==> config.mk <==
export PLATFORM = sky130hd
export DESIGN_NAME = timer_cmp_irq
export DESIGN_NICKNAME = d
export VERILOG_FILES = /design/src/rtl/timer_cmp_irq_pkg.sv /design/src/rtl/timer_cmp_irq_byte_wr_reg.sv /design/src/rtl/timer_cmp_irq.sv
export SDC_FILE = /design/constraint.sdc
export NUM_CORES = 1
export LEC_CHECK = 0
export BUFFER_PORTS_ARGS = -buffer_cell sky130_fd_sc_hd__buf_2
export CORE_ASPECT_RATIO = 1.1
export CORE_UTILIZATION = 37
export DETAILED_ROUTE_END_ITERATION = 10
export PLACE_DENSITY = 0.68
export SYNTH_ARGS = -nofsm -noshare
export SYNTH_HDL_FRONTEND = slang
export SYNTH_SLANG_ARGS = --single-unit
==> constraint.sdc <==
create_clock -name sys_clk -period 1.8 [get_ports sys_clk]
set_input_delay 0.18 -clock sys_clk [delete_from_list [all_inputs] [get_ports sys_clk]]
set_output_delay 0.18 -clock sys_clk [all_outputs]
set_load 0.02 [all_outputs]
==> src/rtl/timer_cmp_irq_pkg.sv <==
`timescale 1ns/1ps
`default_nettype none
// ============================================================================
// Module : timer_cmp_irq_pkg
// Brief  : Shared timer compare definitions: reset value, register map and
//          control/status bit positions.
// Rev    : 1.0  initial release
// ============================================================================
package timer_cmp_irq_pkg;

    localparam logic [63:0] TCMP_RST_DEFAULT = 64'hFFFF_FFFF_FFFF_FFFF;

    // Register offsets within the timer APB window
    localparam logic [7:0] TCMP0_OFS = 8'h00;
    localparam logic [7:0] TCMP1_OFS = 8'h04;
    localparam logic [7:0] TIER_OFS  = 8'h08;
    localparam logic [7:0] TISR_OFS  = 8'h0C;

    localparam int unsigned INT_EN_BIT = 0;
    localparam int unsigned INT_ST_BIT = 0;

    // Expands the APB byte strobes into a 32-bit bit-enable mask
    function automatic logic [31:0] strb_mask(input logic [3:0] strb);
        logic [31:0] mask;
        mask = '0;
        for (int i = 0; i < 4; i++) begin
            mask[8*i +: 8] = {8{strb[i]}};
        end
        return mask;
    endfunction

endpackage : timer_cmp_irq_pkg
`default_nettype wire

==> src/rtl/timer_cmp_irq_byte_wr_reg.sv <==
`timescale 1ns/1ps
`default_nettype none
// ============================================================================
// Module : byte_wr_reg
// Brief  : 32-bit register with per-byte strobed writes and reset value.
// Rev    : 1.0  initial release
// ============================================================================
module byte_wr_reg
    import timer_cmp_irq_pkg::*;
#(
    parameter logic [31:0] RST_VAL = 32'h0000_0000
) (
    input  logic        sys_clk,
    input  logic        sys_rst_n,
    input  logic        i_wr_en,
    input  logic [3:0]  i_pstrb,
    input  logic [31:0] i_wdata,
    output logic [31:0] o_q
);

    logic [31:0] r_q;
    logic [31:0] w_mask;

    assign w_mask = strb_mask(i_pstrb);

    always_ff @(posedge sys_clk or negedge sys_rst_n) begin
        if (!sys_rst_n) begin
            r_q <= RST_VAL;
        end else if (i_wr_en) begin
            r_q <= (r_q & ~w_mask) | (i_wdata & w_mask);
        end
    end

    assign o_q = r_q;

endmodule : byte_wr_reg
`default_nettype wire

==> src/rtl/timer_cmp_irq.sv <==
`timescale 1ns/1ps
`default_nettype none
// ============================================================================
// Module : timer_cmp_irq
// Brief  : 64-bit timer compare with sticky status and maskable interrupt.
// Rev    : 1.0  initial release
// ============================================================================
module timer_cmp_irq
    import timer_cmp_irq_pkg::*;
#(
    parameter logic [63:0] TCMP_RST_VAL = TCMP_RST_DEFAULT
) (
    input  logic        sys_clk,
    input  logic        sys_rst_n,
    input  logic [63:0] cnt,
    input  logic [3:0]  pstrb,
    input  logic [31:0] wdata,
    input  logic        tcmp0_wr_sel,
    input  logic        tcmp1_wr_sel,
    input  logic        tier_wr_sel,
    input  logic        tisr_wr_sel,
    output logic [63:0] tcmp,
    output logic        int_en,
    output logic        int_st,
    output logic        tim_int
);

    logic w_sel_tcmp0;
    logic w_sel_tcmp1;
    logic w_sel_tier;
    logic w_sel_tisr;
    logic w_match;
    logic w_clr;
    logic r_int_en;
    logic r_int_st;

    // Overlapping selects resolve by fixed priority; losers are dropped
    assign w_sel_tcmp0 = tcmp0_wr_sel;
    assign w_sel_tcmp1 = tcmp1_wr_sel & ~tcmp0_wr_sel;
    assign w_sel_tier  = tier_wr_sel  & ~tcmp0_wr_sel & ~tcmp1_wr_sel;
    assign w_sel_tisr  = tisr_wr_sel  & ~tcmp0_wr_sel & ~tcmp1_wr_sel & ~tier_wr_sel;

    byte_wr_reg #(
        .RST_VAL (TCMP_RST_VAL[31:0])
    ) u_tcmp_lo (
        .sys_clk   (sys_clk),
        .sys_rst_n (sys_rst_n),
        .i_wr_en   (w_sel_tcmp0),
        .i_pstrb   (pstrb),
        .i_wdata   (wdata),
        .o_q       (tcmp[31:0])
    );

    byte_wr_reg #(
        .RST_VAL (TCMP_RST_VAL[63:32])
    ) u_tcmp_hi (
        .sys_clk   (sys_clk),
        .sys_rst_n (sys_rst_n),
        .i_wr_en   (w_sel_tcmp1),
        .i_pstrb   (pstrb),
        .i_wdata   (wdata),
        .o_q       (tcmp[63:32])
    );

    assign w_match = (cnt == tcmp);
    assign w_clr   = w_sel_tisr & pstrb[0] & wdata[INT_ST_BIT];

    always_ff @(posedge sys_clk or negedge sys_rst_n) begin
        if (!sys_rst_n) begin
            r_int_en <= 1'b0;
        end else if (w_sel_tier && pstrb[0]) begin
            r_int_en <= wdata[INT_EN_BIT];
        end
    end

    // A live match outranks a W1C so a stopped counter keeps status asserted
    always_ff @(posedge sys_clk or negedge sys_rst_n) begin
        if (!sys_rst_n) begin
            r_int_st <= 1'b0;
        end else if (w_match) begin
            r_int_st <= 1'b1;
        end else if (w_clr) begin
            r_int_st <= 1'b0;
        end
    end

    assign int_en  = r_int_en;
    assign int_st  = r_int_st;
    assign tim_int = r_int_en & r_int_st;

endmodule : timer_cmp_irq
`default_nettype wire

==> metrics.csv <==
metric;value;unit
critical path startpoint category;register;
worst skew pair latency;340;ps
CP Capture Type;register;
drc violations;0;
r2r worst-path depth;5;
width of the die;94.2;um
synthesized area;3460;um^2
routed length per instance;17.3;um
vias in the first global route;2558;
worst endpoint required time;2080;ps
CTS H-Tree Depth;3;
Post-synth top cells;dfstp_2, xnor2_1, mux2_2;
Top FF cell, synth;dfstp_2;
worst IR drop on VDD;0.533;mV
area share of the largest cell type after synthesis;48.6;%
WS Path Type;register to register;
antenna-violating nets left;0;
clk slew on worst S/H paths;70;ps
Setup-failing EPs final;0;
Post-Syn Nets;339;
Layout Nets;523;
worst min-delay path category;input port to register;
Synth area leader;dfstp_2;
CTS sink cnt;66;
Pre-Repair DR Iteration Count;3;
layout cells sized above 1;76.5;%
pwr/cell area;1030;nW/um^2
area delta synth->final;33.6;%
Hold Path Depth;2;
first-pass GRT wire length;13700;um
Worst-Margin Slew;585;ps
setup repair after global routing missed its margin;no;
# diodes;0;
Die Y;103;um
DR iter-0 viols;26;
total track usage;19.7;%
IO buf count;172;
Initial Util;38.6;%
initial antenna violation count;0;
ys async rst share;100;%
min Tclk post-route;1620;ps
Critical Path AT;1900;ps
final wirelength;9260;um
status;finished clean;
total CTS buffers;9;
Detailed Place HPWL;7370;um
post-synth cell types;16;
row count;36;
maximum clock rate;0.616;GHz
grt total ovfl;0;
Synth Warn #;0;
Setup TNS;0;ps
I/O Pins;173;
clk buf depth;2;
Syn Inst Count;233;
post-synthesis sequential area ratio;50.1;%
slew margin rel.;61.0;%
crit share post-route;90.2;%
Syn Area/Cell;14.8;um^2
leakage;2.10;nW
clock root buffer;clkbuf_8;
top area cells in the synthesized netlist;dfstp_2, xnor2_1, mux2_4, mux2_2, nand4_1;
largest net degree at the start of global routing;46;
die footprint;9730;um^2
MaxCap Viol Count;0;
Final Hold Viols;0;
hold_ws;80.8;ps
Critical Path Fanout Max;3;
GPL Wtd Cong;0.840;
vias per cell;4.69;
core area;8960;um^2
number of synthesized flops with an enable pin;0;
max-slew violation count;0;
Resize count post-CTS;0;
vias;2514;
Worst Clk Skew;4.30;ps
FF+latch count, synth;66;
CTS tree;done;
## layout make-up
cell class | instances | area, um^2
Clock buffer | 13 | 149
Clock inverter | 3 | 15.0
Fill cell | 823 | 4350
Multi-Input combinational cell | 165 | 1690
Sequential cell | 66 | 1730
Tap cell | 114 | 143
Timing Repair Buffer | 175 | 886
## cell usage in the layout, fill, tap and decap left out, drive strengths merged
master / n
nand4b: 1
nor3b: 1
nand2: 11
clkbuf: 13
xnor2: 64
mux2: 65
clkinv: 3
dfstp: 64
dlygate4sd3: 1
nor2b: 1
and2: 1
nor4: 4
buf: 174
nand4: 17
dfrtp: 2
## worst paths after layout
path | startpoint | endpoint | slack, ps
setup / recovery | register | int_st | 180
setup reg to reg | register | int_st | 180
hold / removal | wdata[17] | register | 80
max in group asynchronous | sys_rst_n | asynchronous set/reset pin | 910
min in group asynchronous | sys_rst_n | int_en | 380
hold reg to reg | int_en | int_en | 550
## power breakdown
group / internal (mW) / switching, mW
Combinational: 0.751 / 0.758
Sequential: 1.92 / 0.245
Clock: 0.532 / 0.535
## kinds of logic (layout without fill, tap and decap cells)
group | after synthesis | count (layout) | synth area share (%)
xor+xnor | 64 | 64 | 16.2
simple gates | 36 | 36 | 8.14
buf+inv | 2 | 191 | 0.905
mux | 65 | 65 | 24.6
flops | 66 | 66 | 50.1
## worst max-delay path, stage by stage (launching register included)
cell and delay, ps:
dfstp_2 550, xnor2_1 240, nand4_1 240, nor4_1 320, nand4_1 120, nand2_1 80
## per-stage QoR
step           cells  power, mW  instance area [um^2]  utilization, %  setup WS (ps)
2_1_floorplan    233       3.13                  3460               -            490
3_3_place_gp     519       3.69                  4440            49.6            155
3_5_place_dp     519       3.72                  4440            49.6            193
4_1_cts          536       4.81                  4620            51.5            169
5_1_grt          536       5.01                  4620            51.5            150
6_report         536       4.75                  4620            51.5            177
## metal layers
| layer | part of all wire [%] | track usage (%) | wire length, um |
|---|---|---|---|
| met5 | 0 | 0 | 0 |
| met4 | 2.5 | 10.2 | 230 |
| met3 | 4.3 | 3.65 | 394 |
| met2 | 51 | 33.6 | 4680 |
| met1 | 43 | 23.9 | 3950 |
## repair_timing
item	in CTS	in global routing
hold buffers	1	0
endpoints found under the hold margin	2	0
buffers inserted	0	0
(Power assumes the default switching activity.)
